### src/rtl/cmem_fill_pkg.sv
// Shared definitions for the cache line-fill engine.
// Holds the cache/memory-bus geometry defaults, the fill FSM state encoding and
// helpers that derive the beat count and beat-counter width from the geometry.
package cmem_fill_pkg;

    // Cache-side geometry (64-bit byte address, 64-byte lines).
    localparam int unsigned CacheBlkLen = 58;
    localparam int unsigned CacheLineW  = 512;

    // Narrow system memory bus.
    localparam int unsigned MemBeatW  = 64;
    localparam int unsigned BurstLenW = 8;

    typedef enum logic [1:0] {
        StIdle = 2'd0,
        StReq  = 2'd1,
        StBeat = 2'd2,
        StDone = 2'd3
    } fill_state_e;

    // Beats per cache line.
    function automatic int unsigned beats_f(input int unsigned line_w, input int unsigned beat_w);
        return line_w / beat_w;
    endfunction

    // Beat-counter width; at least one bit so a single-beat line still elaborates.
    function automatic int unsigned cnt_w_f(input int unsigned beats);
        return (beats > 1) ? $clog2(beats) : 1;
    endfunction

endpackage

### src/rtl/cmem_fill.sv
// Cache line-fill engine.
// Takes one line-miss request from the cache, issues a single incrementing burst
// read on the memory bus, assembles the returned beats into a full line and hands
// it back with a one-cycle b_dv_c pulse. One fill outstanding at a time.
//
// Ports:
//   clk, rst          clock, synchronous active-high reset
//   b_addr_c, b_rd_c  cache-side line address and level fill request
//   b_rdata_c, b_dv_c assembled line and its single-cycle valid
//   fill_err          OR of all beat errors of the line, coincident with b_dv_c
//   m_addr, m_len     burst byte address and burst length (beats minus one)
//   m_req, m_gnt      burst request / grant handshake
//   m_rdata, m_dv     returned beat data and valid
//   m_err             beat error, qualified by m_dv
module cmem_fill
    import cmem_fill_pkg::*;
#(
    parameter int unsigned BLK_LEN = CacheBlkLen,
    parameter int unsigned LINE_W  = CacheLineW,
    parameter int unsigned BEAT_W  = MemBeatW
) (
    input  logic                 clk,
    input  logic                 rst,
    input  logic [BLK_LEN-1:0]   b_addr_c,
    input  logic                 b_rd_c,
    output logic [LINE_W-1:0]    b_rdata_c,
    output logic                 b_dv_c,
    output logic [63:0]          m_addr,
    output logic [BurstLenW-1:0] m_len,
    output logic                 m_req,
    input  logic                 m_gnt,
    input  logic [BEAT_W-1:0]    m_rdata,
    input  logic                 m_dv,
    input  logic                 m_err,
    output logic                 fill_err
);

    localparam int unsigned BEATS = beats_f(LINE_W, BEAT_W);
    localparam int unsigned CNT_W = cnt_w_f(BEATS);
    localparam int unsigned OFF_W = 64 - BLK_LEN;

    localparam logic [CNT_W-1:0] LastBeat = CNT_W'(BEATS - 1);

    fill_state_e        state_q, state_d;
    logic [BLK_LEN-1:0] line_addr_q, line_addr_d;
    logic [CNT_W-1:0]   cnt_q, cnt_d;
    logic               err_acc_q, err_acc_d;
    logic [LINE_W-1:0]  line_q, line_d;

    always_comb begin
        state_d     = state_q;
        line_addr_d = line_addr_q;
        cnt_d       = cnt_q;
        err_acc_d   = err_acc_q;
        line_d      = line_q;

        unique case (state_q)
            StIdle: begin
                if (b_rd_c) begin
                    line_addr_d = b_addr_c;
                    state_d     = StReq;
                end
            end
            StReq: begin
                // m_dv is not sampled here, so a beat coincident with m_gnt or
                // leftovers of an aborted burst cannot land in the line.
                if (m_gnt) begin
                    cnt_d     = '0;
                    err_acc_d = 1'b0;
                    state_d   = StBeat;
                end
            end
            StBeat: begin
                if (m_dv) begin
                    // Errored beats are still stored; the error only flags the line.
                    line_d[cnt_q*BEAT_W +: BEAT_W] = m_rdata;
                    err_acc_d = err_acc_q | m_err;
                    if (cnt_q == LastBeat) begin
                        state_d = StDone;
                    end else begin
                        cnt_d = cnt_q + 1'b1;
                    end
                end
            end
            StDone: begin
                state_d = StIdle;
            end
            default: begin
                state_d = StIdle;
            end
        endcase
    end

    always_ff @(posedge clk) begin
        if (rst) begin
            state_q     <= StIdle;
            line_addr_q <= '0;
            cnt_q       <= '0;
            err_acc_q   <= 1'b0;
            line_q      <= '0;
        end else begin
            state_q     <= state_d;
            line_addr_q <= line_addr_d;
            cnt_q       <= cnt_d;
            err_acc_q   <= err_acc_d;
            line_q      <= line_d;
        end
    end

    assign m_addr    = {line_addr_q, {OFF_W{1'b0}}};
    assign m_len     = BurstLenW'(BEATS - 1);
    assign m_req     = (state_q == StReq);
    assign b_dv_c    = (state_q == StDone);
    assign b_rdata_c = line_q;
    assign fill_err  = b_dv_c & err_acc_q;

endmodule
### config.mk
export PLATFORM = sky130hd
export DESIGN_NAME = cmem_fill
export DESIGN_NICKNAME = d
export VERILOG_FILES = /design/src/rtl/cmem_fill_pkg.sv /design/src/rtl/cmem_fill.sv
export SDC_FILE = /design/constraint.sdc
export NUM_CORES = 1
export LEC_CHECK = 0
export CORE_AREA = 2 2 275 277
export CTS_BUF_LIST = sky130_fd_sc_hd__clkbuf_16
export CTS_CLUSTER_DIAMETER = 60
export CTS_CLUSTER_SIZE = 8
export DETAILED_ROUTE_END_ITERATION = 10
export DIE_AREA = 0 0 277 279
export PLACE_DENSITY = 0.57
export SETUP_SLACK_MARGIN = 0.5
export SLEW_MARGIN = 15
export SYNTH_ARGS = -nofsm -noshare
export SYNTH_HDL_FRONTEND = slang
export SYNTH_SLANG_ARGS = --single-unit
### constraint.sdc
create_clock -name clk -period 6.35 [get_ports clk]
set_clock_uncertainty 0.05 [all_clocks]
set_input_delay 1.27 -clock clk [delete_from_list [all_inputs] [get_ports clk]]
set_output_delay 1.27 -clock clk [all_outputs]
set_load 0.005 [all_outputs]
# ---- After elaboration in Yosys (flattened, before gate mapping)
# Index checks and enable logic that the tools add are counted.
dict set report word_totals {
  ff_bits 576
  output_inout_bits 587
  in_bits 128
  elab_cells 40
}
dict set report classes {
  shift 2
  n_bitwise 2
  n_eq_ne 9
  n_addsub 2
  reduce_logical 7
  n_mux 13
}
# op n
set op_table {}
lappend op_table {{$bwmux 512} 1}
lappend op_table {{$shift 64x34->512 const A} 1}
lappend op_table {{$shiftx 64x34->512} 1}
lappend op_table {{$neg 9->34} 1}
lappend op_table {{$mux 3} 3}
lappend op_table {{$mux 2} 4}
lappend op_table {{$ne 2x2->1 const B} 4}
lappend op_table {{$pmux 2 s4} 1}
lappend op_table {{$reduce_and 4->1} 2}
lappend op_table {{$pmux 3 s2} 1}
lappend op_table {{$eq 2x2->1 const B} 2}
lappend op_table {{$reduce_and 2->1} 2}
lappend op_table {{$add 3x1->3 const B} 1}
lappend op_table {{$eq 3x3->1 const B} 1}
lappend op_table {{$reduce_and 3->1} 1}
lappend op_table {{$eq 2x1->1 const B} 1}
lappend op_table {{$logic_not 2->1} 1}
lappend op_table {{$mux 1} 2}
lappend op_table {{$ne 2x1->1 const B} 1}
lappend op_table {{$pmux 1 s2} 1}
lappend op_table {{$reduce_bool 2->1} 1}
lappend op_table {{$and 1x1->1} 1}
lappend op_table {{$or 1x1->1} 1}

# ---- Depth between registers and ports, before layout
# Gate-level depths: netlist (run 1).
dict set report depth {
  ltp_word 4
  depth_mapped 11
  depth_no_buf 7
}

# ---- Worst setup path after synthesis (run 1)
# OpenSTA, ideal clock, no wires.
dict set report synth_path {
  path_type {in2reg}
  start {in m_dv}
  end {reg line_q[492] (netlist: b_rdata_c[492])}
  n_path_buf 3
  stages 7
  setup_ns 0.129
  required_time_ns 6.171
  path_slack_ns 3.880
  arrival_time_ns 2.291
  cell_sequence {nand3_1 -> or3_1 -> buf_2 -> buf_2 -> buf_2 -> nand3b_1 -> o21ai_0}
}
dict set report synth_between {
  elab_chain_cells 1
}
# item line
set synth_rtl {}
lappend synth_rtl {{start: declaration} cmem_fill.sv:33} ;# input logic m_dv,
lappend synth_rtl {{$reduce_and 2->1 (no line)} --}
lappend synth_rtl {{end signal: assignment} cmem_fill.sv:106} ;# line_q <= line_d;
lappend synth_rtl {{end: declaration} cmem_fill.sv:48} ;# logic [LINE_W-1:0] line_q, line_d;
# Every way passes these cells.
# A chain may end at the register's enable or synchronous reset.

# ---- Worst setup path in the final report (run 1)
dict set report layout_path {
  start {reg cnt_q[0]}
  end {reg line_q[174] (netlist: b_rdata_c[174])}
}
dict set report layout_between {
  elab_chain_cells 3
  elab_cells_between_ends 4
  classes_between {1 x add/sub; 2 x shift; 1 x mux}
}
# item line
set layout_rtl {}
lappend layout_rtl {{start: declaration} cmem_fill.sv:46} ;# logic [CNT_W-1:0] cnt_q, cnt_d;
lappend layout_rtl {{start signal: assignment} cmem_fill.sv:104} ;# cnt_q <= cnt_d;
lappend layout_rtl {{$neg 9->34 (*)} cmem_fill.sv:76} ;# line_d[cnt_q*BEAT_W +: BEAT_W] = m_rdata;
lappend layout_rtl {{$shiftx 64x34->512 or $shift 64x34->512 (tied branches)} cmem_fill.sv:76}
lappend layout_rtl {{$bwmux 512 (*)} cmem_fill.sv:76}
# Every way passes the cells marked *; elsewhere a longest branch is shown, timed or not.

==> flow_metrics.py, run 1 <==
metrics = {
    "pwr": {
        "p_int_uw": 6580,
        "power.leakage_uw": 0.0101,
        "clkPwrFrac_pct": 45.8,
        "p_switching_uw": 2310,
        "swShare_pct": 26.0,
        "powerDensity_nw_per_um2": 286,
        "comb_power_share_pct": 11.4,
        "p_seq_share_pct": 42.8,
        "vdd_ir_drop_max_uv": 182,
    },
    "critical_path": {
        "crit_arrival_ns": 4.23,
        "startpoint_type": "register",
        "crit_type": "reg2reg",
        "end_kind": "register",
        "path_max_fanout": 73,
        "crit_required_ns": 6.77,
    },
    "floorplan": {
        "placeableCoreArea_um2": 74100,
        "io_pins": 715,
        "die_y_um": 279,
        "start_util_pct": 28.6,
        "die-area_um2": 77300,
        "rows": 100,
        "die_w_um": 277,
    },
    "yosys": {
        "yosysWarnings": 0,
        "syn_area_per_cell_um2": 8.58,
        "yosys_most_used_dff": "dfxtp_1",
        "ys_ff_latch": 576,
        "syn-cell-area_um2": 21200,
        "syn_inst": 2468,
        "synth_top_area_share_pct": 54.5,
        "ys_types": 34,
        "ys_seq_area_share_pct": 54.5,
        "synth.area.top_cells": "dfxtp_1, nand3b_1, nand2_1, o21ai_0, a21oi_1",
        "async_flop_share_pct": 0,
        "synth_edf_count": 0,
        "synth_top_area_cell": "dfxtp_1",
    },
    "clock_tree": {
        "htree_levels": 3,
        "clk_pin_slew_ns": 0.05,
        "numCtsBuffers": 86,
        "post_cts_resized": 0,
        "cts_tree": "built",
        "clockBufferDepth": 3,
        "clkSinkCount": 576,
        "clock_latency_ns": 0.61,
        "hold_buffers": 0,
        "postCtsSetupBuffers": 0,
        "cts_root_buffer": "clkbuf_16",
    },
    "timing": {
        "worst_pin_slew_ns": 1.20,
        "timing.final.max_slew_violations": 0,
        "setup_viol": 0,
        "whs_ns": 0.397,
        "slew_headroom_pct": 19.6,
        "rsz0062_at_grt": "no",
        "hold_violations": 0,
        "fin_crit_sh_pct": 60.0,
        "fmax_mhz": 263,
        "tns_ns": 0,
        "layout_min_cycle_time_ns": 3.81,
    },
    "run": {
        "max_cap_violations": 0,
    },
    "grt": {
        "grt_pass1_vias": 18700,
        "grt_use_total_pct": 21.7,
        "grt_pass1_wl_mm": 127,
        "antenna_found_initial": 0,
        "grt-ovfl-total": 0,
        "grt_max_degree": 183,
    },
    "detailed_routing": {
        "drtPass1Iterations": 5,
        "wire_per_inst_um": 21.7,
        "vias": 19700,
        "drtIter0Drc": 1422,
        "wirelength_mm": 87.7,
        "via_per_inst": 4.88,
        "antenna_left": 0,
        "route.detailed.drc": 0,
    },
    "place": {
        "dp_hpwl_mm": 57.0,
        "port_buffers": 700,
        "gp_congestion": 0.814,
        "postPlaceCellArea_um2": 28700,
    },
    "finish": {
        "utilization_pct": 42.0,
        "antenna_cells": 0,
        "area_delta_synth_final_pct": 46.8,
        "layout-drive-gt1-share_pct": 4.75,
        "nNetsFinal": 3197,
        "fin_area_um2": 31100,
    },
    "min_path": {
        "hold_path.class": "reg2reg",
    },
    "run_status": {
        "status": "finished, final reports clean",
    },
}
per-layer routing:
| layer | up-vias | GRT usage (%) | wire, µm |
|---|---|---|---|
| met4 | 0 | 7.96 | 2670 |
| met3 | 146 | 5.59 | 6060 |
| met1 | 9405 | 27.2 | 37200 |
| met2 | 690 | 35.9 | 41700 |
| met5 | - | 0 | 0 |
| li1 | 9489 | - | - |
final cells by class:
class	count	area (µm²)
Multi-Input combinational cell	1663	8750
Timing Repair Buffer	723	7250
Inverter	8	30.0
Clock inverter	19	166
Tap cell	969	1210
Sequential cell	576	11500
Fill cell	7501	43000
Clock buffer	86	2150
metrics by stage:
stage / setup slack [ns] / std cells / power (µW)
after floorplan: 3.88 / 2480 / 4350
after global placement: 2.54 / 3937 / 4900
after detailed placement: 2.46 / 3937 / 4900
after CTS: 2.55 / 4042 / 9010
after global routing: 2.23 / 4044 / 9250
final: 2.54 / 4044 / 8890
cells in the mapped netlist, drive strengths merged (8+ instances only):
cell    instances
clkbuf        166
buf            67
nand2         535
nor2b          34
a21oi         250
nand3         131
nand3b        321
ha             11
nor2           15
o21ai         321
dfxtp         576
inv             8
sequential cells by signal (all words and copies together), names as in the netlist:
| name | flops |
|---|---|
| b_rdata_c | 512 |
| line_addr_q | 58 |
| cnt_q | 3 |
| state_q | 2 |
| err_acc_q | 1 |
path summary, 6_finish.rpt:
kind	slack (ns)	cells past startpoint	endpoint	startpoint
setup / recovery	2.54	8	b_rdata_c[174]$_SDFFE_PP0P_	cnt_q[0]$_SDFFE_PP0P_
hold / removal	0.40	2	b_rdata_c[504]$_SDFFE_PP0P_	b_rdata_c[504]$_SDFFE_PP0P_
setup reg to reg	2.54	8	b_rdata_c[174]$_SDFFE_PP0P_	cnt_q[0]$_SDFFE_PP0P_
hold reg to reg	0.40	2	b_rdata_c[504]$_SDFFE_PP0P_	b_rdata_c[504]$_SDFFE_PP0P_
logic make-up (layout without fill, tap and decap cells):
logic type | Yosys count | after routing | share of synthesized area, %
buffers and inverters | 241 | 836 | 4.98
multiplexers | 4 | 4 | 0.201
adder cells (fa/ha/maj) | 11 | 11 | 0.650
flip-flops | 576 | 576 | 54.5
AND/OR/NAND/NOR | 1057 | 1057 | 25.9
AO/OA/AOI/OAI | 577 | 577 | 13.7
other | 2 | 14 | 0.0355
power groups by stage:
| stage | logic [µW] | clock network, µW | registers (µW) |
|---|---|---|---|
| 3_5_place_dp | 1020 | 0 | 3880 |
| 4_1_cts | 1020 | 4180 | 3810 |
| 5_1_grt | 1100 | 4330 | 3820 |
| 3_3_place_gp | 1020 | 0 | 3880 |
| 6_report | 1010 | 4070 | 3810 |
| 2_1_floorplan | 463 | 0 | 3880 |
worst max-delay path, stage by stage, from the launching register on:
cell and delay, ns:
dfxtp_1 0.75, inv_1 0.25, ha_1 0.29, ha_1 0.49, o31a_1 0.38, nand2b_4 0.49, buf_4 0.56, nand3b_1 0.17
o21ai_0 0.09
cells in the final DEF, fill, tap and decap left out, drive strengths merged, types with 2 or more instances in the layout:
master	n
clkinvlp	2
mux2	2
a21oi	250
or3	3
and2	2
dfxtp	576
clkinv	7
mux2i	2
nor2b	34
clkbuf	86
clkdlybuf4s50	699
a211oi	2
nand2b	6
nand3	131
ha	11
nand3b	321
buf	24
nor3	5
conb	14
nand2	535
o21ai	321
nor2	15
inv	18
Note: power is estimated with default switching activity, not from simulation.
==> run 2, diff against run 1 <==
Clock period 6.35 ns to 3.85 ns, I/O delays scaled along.
==> run 2 against run 1 <==
Die area did not move; combinational power up 69%; sequential share of layout area is 0.20 points lower; register-to-register slack lost 1.7 ns; first-iteration DRC count rose by 8.2%; final cell count is 0.27% higher; utilization rose by 0.23 points; setup slack worse by 1.7 ns; critical endpoint is now b_rdata_c[107]$_SDFFE_PP0P_; largest cell class unchanged; highest routed layer unchanged.
==> flow_metrics.py, run 2 (same netlist as run 1, synthesis figures left out) <==
metrics = {
    "critical_path": {
        "crit_required_ns": 4.27,
        "startpoint_type": "register",
        "cp_slowest_stage_delay_ns": 0.51,
        "cpMaxStageDelayCell": "ha_1",
        "crit_buf_inv": 2,
        "critical_path.top_delay_family": "adder cells",
        "crit_type": "reg2reg",
        "crit_arrival_ns": 3.47,
        "crit_top_cell": "ha_1",
        "path_max_fanout": 70,
        "cp_cell_sequence": "inv_1 > ha_1 > ha_1 > o31a_1 > nand2b_4 > buf_12 > nand3b_1 > o21ai_0",
        "end_kind": "register",
    },
    "timing": {
        "timing.final.max_slew_violations": 0,
        "rsz0062_at_grt": "no",
        "hold_violations": 0,
        "layout_min_cycle_time_ns": 3.05,
        "setup_viol": 0,
        "worst_pin_slew_ns": 1.07,
        "tns_ns": 0,
        "fin_crit_sh_pct": 79.2,
        "slew_headroom_pct": 28.8,
        "fmax_mhz": 328,
    },
    "floorplan": {
        "start_util_pct": 28.6,
        "rows": 100,
        "die_w_um": 277,
        "die_y_um": 279,
        "die-area_um2": 77300,
        "placeableCoreArea_um2": 74100,
        "io_pins": 715,
    },
    "detailed_routing": {
        "vias": 19800,
        "route.detailed.drc": 0,
        "antenna_left": 0,
        "drtPass1Iterations": 5,
        "wire_per_inst_um": 21.6,
        "via_per_inst": 4.87,
        "wirelength_mm": 87.5,
        "drtIter0Drc": 1539,
    },
    "pwr": {
        "total_power_uw": 14700,
        "power.leakage_uw": 0.0102,
        "vdd_ir_drop_max_uv": 350,
        "powerDensity_nw_per_um2": 471,
    },
    "min_path": {
        "hold_path.class": "reg2reg",
    },
    "place": {
        "port_buffers": 700,
        "gp_congestion": 0.812,
        "dp_hpwl_mm": 58.5,
    },
    "finish": {
        "final_common_cell": "clkdlybuf4s50_1",
        "multi_input_area_um2": 8750,
        "nNetsFinal": 3208,
        "n_fill_cell": 7489,
        "seq_area_um2": 11500,
        "area_delta_synth_final_pct": 47.6,
        "layout-drive-gt1-share_pct": 5.02,
        "most-common-layout-cells": "clkdlybuf4s50_1, dfxtp_1, nand2_1",
        "largest_reg_flops": 512,
    },
    "clock_tree": {
        "cts_tree": "built",
        "clkSinkCount": 576,
        "hold_buffers": 0,
        "cts_root_buffer": "clkbuf_16",
        "htree_levels": 3,
        "clock_latency_ns": 0.61,
        "clockBufferDepth": 3,
        "post_cts_resized": 0,
        "postCtsSetupBuffers": 0,
        "numCtsBuffers": 85,
        "clk_pin_slew_ns": 0.05,
    },
    "grt": {
        "grt_pass1_vias": 19300,
        "use_met3_pct": 5.90,
        "grt_pass1_wl_mm": 128,
        "met1_usage_pct": 26.7,
        "grt.met2_usage_pct": 36.0,
        "grt_most_used_layer": "met2",
        "grt_use_total_pct": 21.7,
        "grt-ovfl-total": 0,
        "antenna_found_initial": 1,
        "grt_max_degree": 196,
    },
    "run_status": {
        "status": "finished, final reports clean",
    },
    "run": {
        "max_cap_violations": 0,
    },
}
run 2: through the flow:
stage,instance area (µm²),utilization [%],worst slack [ns],cells,hold slack [ns]
2_1_floorplan,21200,-,1.44,2480,0.398
3_3_place_gp,28900,39.1,0.838,3951,0.387
3_5_place_dp,28900,39.1,0.820,3951,0.393
4_1_cts,31300,42.2,0.857,4054,0.399
5_1_grt,31300,42.2,0.650,4055,0.410
6_report,31300,42.2,0.801,4055,0.398
run 2: cell type report:
class	count	share of cell area, %
Inverter	8	0.0961
Clock buffer	85	6.80
Antenna cell	1	0.00801
Sequential cell	576	36.9
Clock inverter	18	0.592
Tap cell	969	3.88
Timing Repair Buffer	735	23.8
Multi-Input combinational cell	1663	28.0
run 2: report_power, final:
| group | internal [µW] | total, µW | switching, µW |
|---|---|---|---|
| Clock | 3990 | 6720 | 2740 |
| Sequential | 6180 | 6280 | 101 |
| Combinational | 740 | 1710 | 968 |
| Total | 10900 | 14700 | 3810 |
run 2: final timing paths:
| check | startpoint | to | slack, ns | depth (start not counted) |
|---|---|---|---|---|
| hold / removal | b_rdata_c[233]$_SDFFE_PP0P_ | b_rdata_c[233]$_SDFFE_PP0P_ | 0.40 | 2 |
| setup / recovery | cnt_q[1]$_SDFFE_PP0P_ | b_rdata_c[107]$_SDFFE_PP0P_ | 0.80 | 8 |
| setup reg to reg | cnt_q[1]$_SDFFE_PP0P_ | b_rdata_c[107]$_SDFFE_PP0P_ | 0.80 | 8 |
| hold reg to reg | b_rdata_c[233]$_SDFFE_PP0P_ | b_rdata_c[233]$_SDFFE_PP0P_ | 0.40 | 2 |
run 2: tightest hold or removal path: cells and delay by family (launching register included):
family / cells / cell delay, ns
DFF: 1 / 0.30
and+or+nand+nor: 1 / 0.05
AOI/OAI and AO/OA: 1 / 0.05
run 2: layer usage:
metal | up-vias | wire, µm
met5 | - | 0
met4 | 0 | 3010
met3 | 151 | 6620
met2 | 724 | 41400
met1 | 9364 | 36500
li1 | 9518 | -
